**config.mk**
```make
export PLATFORM = sky130hd
export DESIGN_NAME = window_address_gen
export DESIGN_NICKNAME = d
export VERILOG_FILES = /design/src/rtl/sobel_pkg.sv /design/src/rtl/window_address_gen_rise_detect.sv /design/src/rtl/window_address_gen.sv
export SDC_FILE = /design/constraint.sdc
export NUM_CORES = 1
export LEC_CHECK = 0
export ABC_AREA = 1
export ABC_CLOCK_PERIOD_IN_PS = 7700
export BUFFER_PORTS_ARGS = -buffer_cell sky130_fd_sc_hd__buf_2
export CORE_ASPECT_RATIO = 1.4
export CORE_MARGIN = 2
export CORE_UTILIZATION = 64
export CTS_CLUSTER_DIAMETER = 80
export DETAILED_ROUTE_END_ITERATION = 7
export PLACE_DENSITY = 0.95
export SLEW_MARGIN = 40
export SYNTH_ARGS = -nofsm -noshare
export SYNTH_HDL_FRONTEND = slang
export SYNTH_HIERARCHICAL = 1
export SYNTH_SLANG_ARGS = --single-unit
```
**constraint.sdc**
```tcl
create_clock -name clk -period 7.7 [get_ports clk]
set_clock_uncertainty 0.2 [all_clocks]
set_input_delay 0.385 -clock clk [delete_from_list [all_inputs] [get_ports clk]]
set_output_delay 0.385 -clock clk [all_outputs]
set_load 0.01 [all_outputs]
```
**src/rtl/sobel_pkg.sv**
```systemverilog
// Shared definitions for the Sobel window datapath.
//   ADDR_W_DEF / DIM_W_DEF : default address and image-dimension widths
//   wag_state_t            : traversal state of window_address_gen
//   FULL_LAST / COL_LAST   : final pixel index for 9-pixel and 3-pixel loads
package sobel_pkg;

    localparam int ADDR_W_DEF = 32;
    localparam int DIM_W_DEF  = 10;

    typedef enum logic [1:0] {
        S_IDLE   = 2'd0,
        S_ACTIVE = 2'd1,
        S_DONE   = 2'd2
    } wag_state_t;

    localparam logic [3:0] FULL_LAST = 4'd8;
    localparam logic [3:0] COL_LAST  = 4'd2;

endpackage

```
**src/rtl/window_address_gen_rise_detect.sv**
```systemverilog
// Registered rising-edge detector.
//   clk, n_rst : clock, asynchronous active-low reset
//   d          : level input
//   rise       : high while d is 1 and was 0 on the previous clock
module rise_detect (
    input  logic clk,
    input  logic n_rst,
    input  logic d,
    output logic rise
);

    logic d_q;

    always_ff @(posedge clk or negedge n_rst) begin
        if (!n_rst) begin
            d_q <= 1'b0;
        end else begin
            d_q <= d;
        end
    end

    assign rise = d & ~d_q;

endmodule

```
**src/rtl/window_address_gen.sv**
```systemverilog
// Address generator for the 3x3 Sobel window.
// Tracks the window position, produces source read addresses for the
// window pixels and the destination write address of the window centre.
//
// Ports:
//   clk, n_rst                 clock, asynchronous active-low reset
//   load_initial               rising edge latches cfg_* and restarts
//   cfg_src_base/cfg_dst_base  image base addresses
//   cfg_width/cfg_height       image size in pixels
//   start_read / start_move    rising edge requests pixel / window advance
//   load_done/read_done/move_done  one-cycle response pulses
//   new_row                    with move_done when the window wrapped a row
//   all_done                   level, traversal finished
//   rd_addr / wr_addr          source pixel / destination centre address
//   pixel_idx, last_pixel, full_mode  pixel index within the current load
//   win_count                  windows completed (needs WAG_WIN_COUNT_EN,
//                              otherwise tied to 0)
//   dbg_state                  current traversal state
//
// Handshake: the controller holds a request line as a level; only its
// rising edge counts. The matching *_done pulse is registered and appears
// exactly one cycle after the edge. Priority load_initial > start_move >
// start_read; losing edges in the same cycle are dropped, and edges other
// than load_initial are ignored outside S_ACTIVE.
module window_address_gen
    import sobel_pkg::*;
#(
    parameter int ADDR_W = ADDR_W_DEF,
    parameter int DIM_W  = DIM_W_DEF
) (
    input  logic                 clk,
    input  logic                 n_rst,
    input  logic                 load_initial,
    input  logic [ADDR_W-1:0]    cfg_src_base,
    input  logic [ADDR_W-1:0]    cfg_dst_base,
    input  logic [DIM_W-1:0]     cfg_width,
    input  logic [DIM_W-1:0]     cfg_height,
    input  logic                 start_read,
    input  logic                 start_move,
    output logic                 load_done,
    output logic                 read_done,
    output logic                 move_done,
    output logic                 new_row,
    output logic                 all_done,
    output logic [ADDR_W-1:0]    rd_addr,
    output logic [ADDR_W-1:0]    wr_addr,
    output logic [3:0]           pixel_idx,
    output logic                 last_pixel,
    output logic                 full_mode,
    output logic [2*DIM_W-1:0]   win_count,
    output wag_state_t           dbg_state
);

    logic load_rise, read_rise, move_rise;

    rise_detect u_load_rd (.clk(clk), .n_rst(n_rst), .d(load_initial), .rise(load_rise));
    rise_detect u_read_rd (.clk(clk), .n_rst(n_rst), .d(start_read),   .rise(read_rise));
    rise_detect u_move_rd (.clk(clk), .n_rst(n_rst), .d(start_move),   .rise(move_rise));

    wag_state_t        state_q, state_d;
    logic [DIM_W-1:0]  width_q, width_d, height_q, height_d;
    logic [DIM_W-1:0]  row_q, row_d, col_q, col_d;
    logic [3:0]        idx_q, idx_d;
    logic              full_q, full_d;
    // row_base = src + row*width; dst_row_base = dst + (row+1)*width
    logic [ADDR_W-1:0] row_base_q, row_base_d, dst_row_base_q, dst_row_base_d;
    logic              load_done_d, read_done_d, move_done_d, new_row_d, all_done_d;
    logic [ADDR_W-1:0] width_ext;
    logic [3:0]        idx_last;

    assign width_ext = ADDR_W'(width_q);
    assign idx_last  = full_q ? FULL_LAST : COL_LAST;

    always_comb begin
        state_d        = state_q;
        width_d        = width_q;
        height_d       = height_q;
        row_d          = row_q;
        col_d          = col_q;
        idx_d          = idx_q;
        full_d         = full_q;
        row_base_d     = row_base_q;
        dst_row_base_d = dst_row_base_q;
        load_done_d    = 1'b0;
        read_done_d    = 1'b0;
        move_done_d    = 1'b0;
        new_row_d      = 1'b0;
        all_done_d     = all_done;

        if (load_rise) begin
            width_d        = cfg_width;
            height_d       = cfg_height;
            row_d          = '0;
            col_d          = '0;
            idx_d          = '0;
            full_d         = 1'b1;
            row_base_d     = cfg_src_base;
            dst_row_base_d = cfg_dst_base + ADDR_W'(cfg_width);
            load_done_d    = 1'b1;
            // Images smaller than one window have nothing to traverse.
            if (cfg_width < DIM_W'(3) || cfg_height < DIM_W'(3)) begin
                state_d    = S_DONE;
                all_done_d = 1'b1;
            end else begin
                state_d    = S_ACTIVE;
                all_done_d = 1'b0;
            end
        end else if (state_q == S_ACTIVE) begin
            if (move_rise) begin
                if (col_q < width_q - DIM_W'(3)) begin
                    col_d       = col_q + DIM_W'(1);
                    idx_d       = '0;
                    full_d      = 1'b0;
                    move_done_d = 1'b1;
                end else if (row_q < height_q - DIM_W'(3)) begin
                    col_d          = '0;
                    row_d          = row_q + DIM_W'(1);
                    idx_d          = '0;
                    full_d         = 1'b1;
                    row_base_d     = row_base_q + width_ext;
                    dst_row_base_d = dst_row_base_q + width_ext;
                    move_done_d    = 1'b1;
                    new_row_d      = 1'b1;
                end else begin
                    state_d    = S_DONE;
                    all_done_d = 1'b1;
                end
            end else if (read_rise) begin
                read_done_d = 1'b1;
                // Saturate at the last index; extra reads still answer.
                if (idx_q != idx_last) begin
                    idx_d = idx_q + 4'd1;
                end
            end
        end
    end

    always_ff @(posedge clk or negedge n_rst) begin
        if (!n_rst) begin
            state_q        <= S_IDLE;
            width_q        <= '0;
            height_q       <= '0;
            row_q          <= '0;
            col_q          <= '0;
            idx_q          <= '0;
            full_q         <= 1'b0;
            row_base_q     <= '0;
            dst_row_base_q <= '0;
            load_done      <= 1'b0;
            read_done      <= 1'b0;
            move_done      <= 1'b0;
            new_row        <= 1'b0;
            all_done       <= 1'b0;
        end else begin
            state_q        <= state_d;
            width_q        <= width_d;
            height_q       <= height_d;
            row_q          <= row_d;
            col_q          <= col_d;
            idx_q          <= idx_d;
            full_q         <= full_d;
            row_base_q     <= row_base_d;
            dst_row_base_q <= dst_row_base_d;
            load_done      <= load_done_d;
            read_done      <= read_done_d;
            move_done      <= move_done_d;
            new_row        <= new_row_d;
            all_done       <= all_done_d;
        end
    end

    // Window-row offset and column offset of the current pixel, built from
    // shifts of width instead of a multiplier.
    logic [ADDR_W-1:0] row_off, col_off, rd_calc, wr_calc;

    always_comb begin
        row_off = '0;
        col_off = '0;
        if (full_q) begin
            case (idx_q)
                4'd3, 4'd4, 4'd5: row_off = width_ext;
                4'd6, 4'd7, 4'd8: row_off = width_ext << 1;
                default:          row_off = '0;
            endcase
            case (idx_q)
                4'd1, 4'd4, 4'd7: col_off = ADDR_W'(1);
                4'd2, 4'd5, 4'd8: col_off = ADDR_W'(2);
                default:          col_off = '0;
            endcase
        end else begin
            // New right-hand column sits two pixels right of col.
            case (idx_q)
                4'd1:    row_off = width_ext;
                4'd2:    row_off = width_ext << 1;
                default: row_off = '0;
            endcase
            col_off = ADDR_W'(2);
        end
        rd_calc = row_base_q + row_off + ADDR_W'(col_q) + col_off;
        wr_calc = dst_row_base_q + ADDR_W'(col_q) + ADDR_W'(1);
    end

    // Addresses read as zero until a configuration has been loaded.
    assign rd_addr    = (state_q == S_IDLE) ? '0 : rd_calc;
    assign wr_addr    = (state_q == S_IDLE) ? '0 : wr_calc;
    assign pixel_idx  = idx_q;
    assign last_pixel = (idx_q == idx_last);
    assign full_mode  = full_q;
    assign dbg_state  = state_q;

`ifdef WAG_WIN_COUNT_EN
    logic [2*DIM_W-1:0] win_q;
    logic               win_inc;

    // A window is finished on every successful move and on the final move.
    assign win_inc = move_done_d | (state_q == S_ACTIVE && state_d == S_DONE && !load_rise);

    always_ff @(posedge clk or negedge n_rst) begin
        if (!n_rst) begin
            win_q <= '0;
        end else if (load_rise) begin
            win_q <= '0;
        end else if (win_inc) begin
            win_q <= win_q + 1'b1;
        end
    end

    assign win_count = win_q;
`else
    assign win_count = '0;
`endif

endmodule
```
==> flow_metrics.tcl, run 1 <==
set metrics [dict create \
    synth_simple_gate_area_share_pct 39.6 \
    wl_per_cell_um 16.5 \
    p_per_area_mw_per_mm2 353 \
    critPathMostFrequentCell "inv_1" \
    drv_slew 0 \
    crit_path_start_kind "flop" \
    setup_tns_ns 0 \
    synth_edf_count 0 \
    antenna_cells 0 \
    yosys.area_share.xor_xnor_pct 3.98 \
    fill_cells 1704 \
    fp.dieH_um 174 \
    drv_cap 0 \
    cp_num_buf_inv 5 \
    ctsResizeCount 0 \
    syn_area_mm2 0.0132 \
    root_buffer "clkbuf_16" \
    yosysMostFrequentCell "nand2_1" \
    regArea_mm2 0.00295 \
    io_buffers 165 \
    arrival_ns 5.24 \
    synthFlopType "dfrtp_1" \
    pre_cts_slack_ns 2.27 \
    die_w_um 125 \
    max_freq_mhz 172 \
    crit_required_ns 7.11 \
    grt_max_degree 86 \
    die-area_mm2 0.0218 \
    synth-seq-cells 118 \
    ir_worst_vdd_mv 0.248 \
    syn_avg_cell_area_um2 6.18 \
    synth_compound_area_share_pct 12.4 \
    grt-ovfl-total 0 \
    vias_per_cell 5.88 \
    synth_top_family_by_area "simple AND/OR/NAND/NOR gates" \
    routabilityCongestion 1.03 \
    synthAdderAreaFrac_pct 11.0 \
    synth_mux_area_share_pct 0.0758 \
    critical_path.max_stage_delay_ns 0.54 \
    via_count 15000 \
    core_mm2 0.0204 \
    report.final.setup_viol 0 \
    multiInputGateArea_mm2 0.00893 \
    final_core_util_pct 72.7 \
    cts_made_buffers 17 \
    rows 62 \
    hold_path_class "primary input to flop" \
    combPwrFrac_pct 60.0 \
    cp_top_family "adder cells" \
    yosys-top-cells-area "dfrtp_1 22%, nand2_1 19%, ha_1 8.5%" \
    grt_pass1_vias 14500 \
    fin_crit_sh_pct 75.6 \
    power.share.clock_pct 16.7 \
    p_leak_nw 7.92 \
    grt_pass1_wl_mm 68.2 \
    cp-end-kind "primary output" \
    path_class "flop to primary output" \
    drive_above_1_share_pct 11.4 \
    clkLatencyLatePin_ns 0.44 \
    power_frac_seq_pct 23.2 \
    slew_headroom_pct 41.4 \
    dpl.hpwl_mm 31.6 \
    setup_slack_ns 1.88 \
    cp_max_fo 10 \
    cts_buffer_depth 2 \
    drcViolationCount 0 \
    synth_common_cells "663 x nand2_1, 252 x inv_1, 207 x nor2_1, 188 x nand3_1, 133 x o21ai_0" \
    worstMarginPinSlew_ns 0.880 \
    cts_sinks 118 \
    start_util_pct 64.7 \
    yosysWarnings 6 \
    r2r_setup_slack_ns 3.52 \
    ant_nets 0 \
    final-hold-violation-count 0 \
    first_pass_iters 6 \
    netlist.area_leader.share_pct 22.4 \
    p_switching_mw 2.71 \
    synth.distinct_cells 50 \
    wl_mm 42.2 \
    layout.nets 2479 \
    p_int_mw 2.53 \
    hold-worst-slack_ns 0.0190 \
    area_growth_pct 12.4 \
    cts_max_level 4 \
    crit_slowest_cell "fa_1" \
    synthCells 2136 \
    rsz0062_at_grt "no" \
    layout_min_cycle_time_ns 5.82 \
    io_pins 186 \
    finalInstanceArea_mm2 0.0148 \
    clk_pin_slew_ns 0.06 \
    cts_tree "done" \
    drt-initial-drc-count 1431 \
    post-synth-top-area-cell "dfrtp_1" \
    dpl-instance-area_mm2 0.0141 \
    cp_cell_sequence "inv_1, ha_1, o21ai_0, nand2_1, a31oi_1, o21ai_0, a31oi_1, fa_1, fa_1, inv_1, ha_1, fa_1, nand3_1, nand2_1, a21boi_2, inv_1, a21oi_1, inv_1, nand3_1, nand2_1, nor2_1, buf_2" \
    status "finished clean" \
    power_switching_share_pct 51.7 \
    track_usage_pct 38.4 \
    async_flop_share_pct 100 \
    yosysSeqAreaShare_pct 22.4 \
    antenna_found_initial 0 \
]
-- power by group through the flow --
stage / logic [mW] / clock network (mW) / registers (mW)
final: 3.15 / 0.877 / 1.22
after global routing: 3.52 / 0.899 / 1.24
after CTS: 3.10 / 0.873 / 1.20
after detailed placement: 3.07 / 0 / 1.20
after global placement: 2.97 / 0 / 1.20
after floorplan: 2.23 / 0 / 1.06
-- logic make-up (layout without fill, tap and decap cells) --
family          after synthesis  after routing
compound gates              301            301
xor+xnor                     60             60
fa+ha+maj                   106            106
buf+inv                     334            476
flops                       118            118
mux                           1              1
other cells                   1             20
simple gates               1215           1215
-- worst reg2reg max path, delay by kind of cell (launching register included) --
family                   cells  cell delay, ns
AND/OR/NAND/NOR              9            1.47
buffers and inverters        3            1.23
flip-flops                   1            0.51
adder cells (fa/ha/maj)      1            0.31
AO/OA/AOI/OAI                1            0.22
XOR/XNOR                     1            0.17
-- worst paths after layout --
path,start,endpoint,depth (start not counted)
max,pixel_idx[0]$_DFFE_PN0P_,rd_addr[31],22
min,cfg_width[3],width_q[3]$_DFFE_PN0P_,3
max reg2reg,width_q[3]$_DFFE_PN0P_,row_base_q[14]$_DFFE_PN0P_,15
min reg2reg,height_q[9]$_DFFE_PN0P_,height_q[9]$_DFFE_PN0P_,2
max in group asynchronous,n_rst,row_base_q[21]$_DFFE_PN0P_,3
min in group asynchronous,n_rst,pixel_idx[3]$_DFFE_PN0P_,2
-- metal layers --
layer	vias to the layer above	track usage (%)	routed length [µm]
met5	-	0	0
met1	6832	43.8	15900
met3	178	5.91	3130
met2	807	67.4	20800
li1	7201	-	-
met4	0	23.1	2410
-- placed cells by master, fill, tap and decap left out, types with 3 or more instances in the layout --
cell,count
nand2_1,663
inv_1,251
nor2_1,206
nand3_1,188
buf_2,164
o21ai_0,133
dfrtp_1,117
a21oi_1,105
ha_1,90
nor3_1,60
xor2_1,47
nand4_1,26
a31oi_1,20
conb_1,20
clkbuf_16,17
nand3b_1,16
fa_1,16
xnor2_1,13
dlygate4sd3_1,12
o21ai_2,11
nor4_1,10
nand2_2,9
inv_2,9
o21a_1,9
o21ai_1,8
nor2_2,7
nor2_4,5
o211ai_1,5
or2_2,5
inv_6,5
buf_4,5
nand3_2,4
bufinv_16,4
nor3_4,3
nor3_2,3
or2_1,3
-- sequential cells by signal, summed over array words and instances (netlist names) --
name	count
all_done	1
col_q	10
dbg_state	1
dst_row_base_q	32
full_mode	1
height_q	10
load_done	1
move_done	1
new_row	1
pixel_idx	4
read_done	1
row_base_q	32
row_q	10
u_load_rd/d_q	1
u_move_rd/d_q	1
u_read_rd/d_q	1
width_q	10
-- through the flow --
stage               power [mW]  instances
finish                    5.24       2553
global route              5.67       2553
CTS                       5.17       2552
detailed placement        4.27       2508
global placement          4.16       2508
floorplan                 3.29       2155
-- cell type report --
cell class | instances | area share, %
Inverter | 260 | 6.58
Clock inverter | 13 | 1.30
Clock buffer | 19 | 2.92
Timing Repair Buffer | 184 | 6.93
Multi-Input combinational cell | 1703 | 60.2
Tap cell | 256 | 2.16
Sequential cell | 118 | 19.9
-- repair_timing --
action | in CTS | in global routing
hold buffers | 12 | 0
hold endpoints to repair | 83 | 0
setup buffers | 0 | 0
Note: power is estimated with default switching activity, not from simulation.
==> run 2: changes to the inputs <==
- ABC_AREA: 1 -> 0
- ABC_CLOCK_PERIOD_IN_PS: 7700 -> 5450
- CORE_UTILIZATION: 64 -> 58
- PLACE_DENSITY: 0.95 -> 0.94
- clock period: 7.7 -> 5.45 ns (I/O delays scaled with it)
==> run 2 against run 1 <==
Effect of this change: the run now ends with negative setup slack left; routed wire length shrank 13%; synthesized cell count fell by 39%; core utilization up 0.95 points; final area down 7.6%; non-clock buffer count rose by 89; critical path depth is 3 lower; critical path type unchanged; largest power group unchanged; highest routed layer unchanged.
==> flow_metrics.tcl, run 2 <==
set metrics [dict create \
    power.share.clock_pct 27.9 \
    r2r_setup_slack_ns 0.41 \
    cp_num_buf_inv 3 \
    ir_worst_vdd_mv 0.206 \
    die_w_um 120 \
    synthCells 1305 \
    rsz0062_at_grt "yes" \
    worst_r2r_startpoint "width_q[4]$_DFFE_PN0P_" \
    netlist.area_leader.share_pct 26.8 \
    track_usage_pct 36.0 \
    r2r_cells 15 \
    final-hold-violation-count 0 \
    area_growth_pct 24.5 \
    cts_made_buffers 17 \
    layout.nets 1738 \
    path_class "flop to primary output" \
    cp_top_family "compound AO/OA/AOI/OAI gates" \
    io_buffers 165 \
    violations "negative setup slack" \
    cp_max_fo 8 \
    power_frac_seq_pct 26.5 \
    wl_mm 36.9 \
    io_pins 186 \
    vias_per_cell 6.49 \
    dp_cells 1678 \
    ant_nets 0 \
    drt-initial-drc-count 1308 \
    power_switching_share_pct 41.0 \
    final_cell_mix "165 x buf_2, 117 x nor2_1, 116 x dfrtp_1" \
    hold_end "dst_row_base_q[13]$_DFFE_PN0P_" \
    syn_avg_cell_area_um2 8.43 \
    setup_tns_ns -0.579 \
    yosys-top-cells-area "dfrtp_1 27%, ha_1 10%, xnor2_1 7.5%" \
    synth_common_cells "119 x nor2_1, 118 x dfrtp_1, 102 x nand2_1, 94 x xnor2_1, 90 x ha_1" \
    p_per_area_mw_per_mm2 331 \
    max_freq_mhz 179 \
    syn_area_mm2 0.0110 \
    yosysWarnings 6 \
    clk_pin_slew_ns 0.06 \
    dpl.hpwl_mm 23.9 \
    yosysMostFrequentCell "nor2_1" \
    report.final.setup_viol 11 \
    cts_buffer_depth 2 \
    p_leak_nw 5.98 \
    cts_max_level 4 \
    grt-ovfl-total 0 \
    r2r-end "row_base_q[3]$_DFFE_PN0P_" \
    antenna_cells 0 \
    drv_slew 0 \
    worstMarginPinSlew_ns 0.835 \
    synthFlopType "dfrtp_1" \
    hold_depth 4 \
    hold_path_class "primary input to flop" \
    async_flop_share_pct 100 \
    combPwrFrac_pct 45.6 \
    final_cells 1800 \
    arrival_ns 5.11 \
    p_int_mw 2.67 \
    antenna_found_initial 0 \
    cp_cell_sequence "buf_6, ha_4, o211ai_1, o21ai_1, nand2_1, o31ai_4, a22oi_2, fa_1, fa_1, inv_1, ha_2, fa_2, a211o_1, o211ai_1, a211o_1, a31o_4, o21ai_0, a21oi_1, buf_2" \
    start_util_pct 59.2 \
    post-synth-top-area-cell "dfrtp_1" \
    synth_edf_count 0 \
    drive_above_1_share_pct 20.1 \
    fill_cells 1257 \
    rows 59 \
    synth-seq-cells 118 \
    crit_required_ns 4.98 \
    grt_pass1_wl_mm 58.2 \
    wl_per_cell_um 20.5 \
    final_core_util_pct 73.7 \
    fin_crit_sh_pct 102 \
    yosysSeqAreaShare_pct 26.8 \
    cts_tree "done" \
    finalInstanceArea_mm2 0.0137 \
    grt_pass1_vias 11800 \
    core_mm2 0.0186 \
    dpl-instance-area_mm2 0.0120 \
    root_buffer "clkbuf_16" \
    via_count 11700 \
    largestRegisters "dst_row_base_q x32, row_base_q x32" \
    cts_sinks 118 \
    die-area_mm2 0.0201 \
    setup_slack_ns -0.130 \
    grt_max_degree 63 \
    critical_path.max_stage_delay_ns 0.52 \
    layout_commonest_cell "buf_2" \
    cp-startpoint "pixel_idx[1]$_DFFE_PN0P_" \
    worstHoldStart "cfg_dst_base[13]" \
    drv_cap 0 \
    fp.dieH_um 167 \
    crit_path_start_kind "flop" \
    layout_min_cycle_time_ns 5.58 \
    first_pass_iters 6 \
    status "finished, violations left" \
    p_switching_mw 1.86 \
    clkLatencyLatePin_ns 0.43 \
    crit_slowest_cell "fa_1" \
    cp-end-kind "primary output" \
    synth.distinct_cells 70 \
    slew_headroom_pct 42.9 \
    drcViolationCount 0 \
    routabilityCongestion 0.968 \
]
## run 2: cell types whose count changed in the layout (fill, tap and decap cells not counted), moves of 17 or more
cell | previous run | this run
a211oi_1 | 0 | 24
a21oi_1 | 105 | 60
buf_4 | 5 | 32
dlygate4sd3_1 | 12 | 72
inv_1 | 251 | 68
mux2_2 | 0 | 23
mux2i_1 | 1 | 27
nand2_1 | 663 | 102
nand3_1 | 188 | 40
nor2_1 | 206 | 117
o21ai_0 | 133 | 55
o21ai_1 | 8 | 28
or3_1 | 0 | 17
xnor2_1 | 13 | 94
## run 2: timing repair
action / 4_1_cts / 5_1_grt
cloned: 1 / 1
setup buffers: 1 / 14
resized for setup: 9 / 35
setup endpoints to repair: 19 / 22
hold buffers: 72 / 0
pin swaps: 4 / 16
endpoints found under the hold margin: 132 / 0
## run 2: power by group through the flow
stage / Combinational, mW / Clock, mW / Sequential [mW]
final: 2.06 / 1.27 / 1.20
after CTS: 1.95 / 1.26 / 1.18
after floorplan: 1.32 / 0 / 1.12
after global placement: 1.77 / 0 / 1.18
after global routing: 2.25 / 1.31 / 1.21
after detailed placement: 1.85 / 0 / 1.19
## run 2: tightest hold or removal path, delay by kind of cell
family | cells | cell delay [ns]
AOI/OAI and AO/OA | 1 | 0.06
xor gates and xnor gates | 1 | 0.08
buffers and inverters | 1 | 0.13
and+or+nand+nor | 1 | 0.06
## run 2: how the worst max path moves through the flow
stage / endpoint / slack (ns) / cells after the start
6_report: rd_addr[17] / -0.13 / 19
3_3_place_gp: rd_addr[23] / 0.36 / 18
2_1_floorplan: rd_addr[23] / 0.06 / 18
4_1_cts: rd_addr[26] / 0.03 / 18
3_5_place_dp: rd_addr[23] / 0.21 / 18
5_1_grt: rd_addr[11] / -0.23 / 21
## run 2: cell families after synthesis
logic type	share of synthesized area, %
and+or+nand+nor	21.3
AOI/OAI and AO/OA	16.1
xor gates and xnor gates	12.0
buffers and inverters	5.80
DFF	26.8
adders and majority gates	13.1
muxes	4.81
other	0.0341
## run 2: routing by layer
| metal | global-route usage (%) | vias up | share of wire (%) |
|---|---|---|---|
| met4 | 25.4 | 0 | 8.6 |
| met3 | 7.95 | 314 | 8.7 |
| met1 | 39.4 | 5417 | 34 |
| met2 | 61.0 | 866 | 49 |
| met5 | 0 | - | 0 |
| li1 | - | 5089 | - |
## run 2: cell type report
cell class	instances	area [µm²]	area share (%)
multi-input combinational	1062	7680	56.0
sequential	118	2960	21.6
timing repair buffer	273	1840	13.4
clock buffer	20	467	3.41
tap	244	305	2.23
inverter	71	272	1.98
clock inverter	12	188	1.37
## run 2: stage by stage
step / worst slack (ns) / hold slack, ns / total power, mW
5_1_grt: -0.230 / 0.0180 / 4.77
4_1_cts: 0.0286 / 0.00245 / 4.38
3_3_place_gp: 0.358 / 0.198 / 2.95
2_1_floorplan: 0.0648 / -0.223 / 2.44
6_report: -0.130 / 0.00595 / 4.53
3_5_place_dp: 0.213 / 0.202 / 3.04
==> run 3: changes to the inputs <==
- ABC_AREA: 0 -> 1
- CORE_UTILIZATION: 58 -> 60
- PLACE_DENSITY: 0.94 -> 0.95
- SETUP_SLACK_MARGIN: default -> 0.4
==> run 3 against run 2 <==
Effect of this change: the flow now finishes without violations; cell count rose by 47%; die area rose by 15%; critical path depth rose by 6; register-to-register slack improved by 0.90 ns; sequential power rose by 43%; critical path type unchanged; combinational power rose by 140%; critical endpoint is now rd_addr[20]; largest power group unchanged; first-iteration DRC count rose by 32%; routed wire length rose by 26%; global-route usage rose by 2.6 points; largest cell class unchanged.
==> flow_metrics.tcl, run 3 (synthesis results as in run 1) <==
set metrics [dict create \
    status "finished clean" \
    rsz0062_at_grt "yes" \
    setup_tns_ns 0 \
    drv_slew 0 \
    fill_cells 1802 \
    via_count 15700 \
    wl_mm 46.6 \
    area_growth_pct 17.6 \
    hold_end "row_base_q[28]$_DFFE_PN0P_" \
    cts_made_buffers 17 \
    hold-worst-slack_ns 0.00214 \
    worstMarginPinSlew_ns 0.886 \
    wl_per_cell_um 17.6 \
    report.final.setup_viol 0 \
    die-area_mm2 0.0232 \
    cp_num_buf_inv 5 \
    cts_sinks 118 \
    start_util_pct 60.8 \
    regArea_mm2 0.00295 \
    cts_buffer_depth 2 \
    layout_commonest_cell "nand2_1" \
    layout_min_cycle_time_ns 5.18 \
    first_pass_iters 7 \
    critical_path.max_stage_delay_ns 0.50 \
    grt_max_degree 95 \
    ir_worst_vdd_mv 0.337 \
    p_per_area_mw_per_mm2 506 \
    crit_required_ns 4.98 \
    antenna_cells 0 \
    core_mm2 0.0217 \
    root_buffer "clkbuf_16" \
    drt-initial-drc-count 1732 \
    track_usage_pct 38.6 \
    dp_cells 2553 \
    drive_above_1_share_pct 13.8 \
    cp_max_fo 9 \
    rows 64 \
    arrival_ns 4.70 \
    drv_cap 0 \
    cp_top_family "adder cells" \
    fp.dieH_um 180 \
    cts_max_level 4 \
    routabilityCongestion 0.987 \
    final_cells 2646 \
    cp-end-kind "primary output" \
    largestRegisters "dst_row_base_q x32, row_base_q x32" \
    cts_tree "done" \
    antenna_found_initial 0 \
    multiInputGateArea_mm2 0.00914 \
    die_w_um 129 \
    fin_crit_sh_pct 95.0 \
    worst_r2r_startpoint "width_q[0]$_DFFE_PN0P_" \
    hold_path_class "primary input to flop" \
    r2r_setup_slack_ns 1.31 \
    p_leak_nw 8.13 \
    clkLatencyLatePin_ns 0.45 \
    final-hold-violation-count 0 \
    layout.nets 2531 \
    drcViolationCount 0 \
    path_class "flop to primary output" \
    critPathMostFrequentCell "nand2_1" \
    crit_slowest_cell "fa_1" \
    clk_pin_slew_ns 0.06 \
    ant_nets 0 \
    max_freq_mhz 193 \
    crit_path_start_kind "flop" \
    slew_headroom_pct 41.0 \
    worstHoldStart "cfg_src_base[28]" \
    grt_pass1_wl_mm 71.8 \
    grt_pass1_vias 15000 \
    io_buffers 165 \
    vias_per_cell 5.93 \
    io_pins 186 \
    hold_depth 5 \
    final_cell_mix "654 x nand2_1, 245 x inv_1, 204 x nor2_1" \
    dpl.hpwl_mm 32.7 \
    grt-ovfl-total 0 \
    r2r-end "row_q[6]$_DFFE_PN0P_" \
    r2r_cells 15 \
]
==> run 3: per-layer routing <==
layer,vias up,GRT usage (%),part of all wire (%)
met2,978,66.2,49
met5,-,0,0
li1,7297,-,-
met3,279,6.01,8.6
met1,7132,44.1,36
met4,0,24.4,7.2
==> run 3: through the flow <==
| stage | setup slack [ns] | util, % | power (mW) | area (µm²) |
|---|---|---|---|---|
| floorplan | 0.856 | - | 4.65 | 13300 |
| global placement | 0.409 | 65.1 | 5.91 | 14100 |
| detailed placement | 0.163 | 65.1 | 6.07 | 14100 |
| CTS | 0.401 | 70.5 | 7.36 | 15300 |
| global route | 0.156 | 71.5 | 8.40 | 15500 |
| finish | 0.274 | 71.5 | 7.85 | 15500 |
==> run 3: power breakdown <==
| group | internal, mW | switching [mW] |
|---|---|---|
| Clock | 0.690 | 0.478 |
| Combinational | 1.83 | 3.13 |
| Sequential | 1.19 | 0.530 |
| Total | 3.71 | 4.14 |
==> run 3: worst register-to-register path: stages (launching register included) <==
cell and delay, ns:
dfrtp_1 0.51, ha_1 0.29, nor3_1 0.31, nand3_1 0.21
nor3_1 0.22, xor2_1 0.10, ha_1 0.29, nand2_1 0.07
nor2_1 0.18, nand3_1 0.14, nand4_1 0.20, nand3_2 0.13
inv_2 0.61, buf_4 0.40, nand3_1 0.10, o21ai_0 0.10
==> run 3: timing repair <==
action	in CTS	in global routing
hold buffers	45	0
gates resized for setup	16	44
hold endpoints to repair	100	0
pin swaps	6	16
buffers inserted	10	6
endpoints found under the setup margin	23	24
==> run 3: worst max-delay path by stage <==
stage	start	to	slack, ns	cells past startpoint
global placement	pixel_idx[0]$_DFFE_PN0P_	rd_addr[31]	0.41	22
finish	pixel_idx[0]$_DFFE_PN0P_	rd_addr[20]	0.27	25
floorplan	pixel_idx[0]$_DFFE_PN0P_	rd_addr[19]	0.86	21
CTS	pixel_idx[0]$_DFFE_PN0P_	rd_addr[20]	0.40	22
global route	pixel_idx[0]$_DFFE_PN0P_	rd_addr[20]	0.16	25
detailed placement	pixel_idx[0]$_DFFE_PN0P_	rd_addr[19]	0.16	22
==> run 3: cell type report <==
cell class | count | area share (%)
clock inverter | 13 | 0.943
sequential | 118 | 19.0
tap | 297 | 2.39
inverter | 260 | 6.29
clock buffer | 19 | 2.85
multi-input combinational | 1703 | 58.9
timing repair buffer | 236 | 9.57
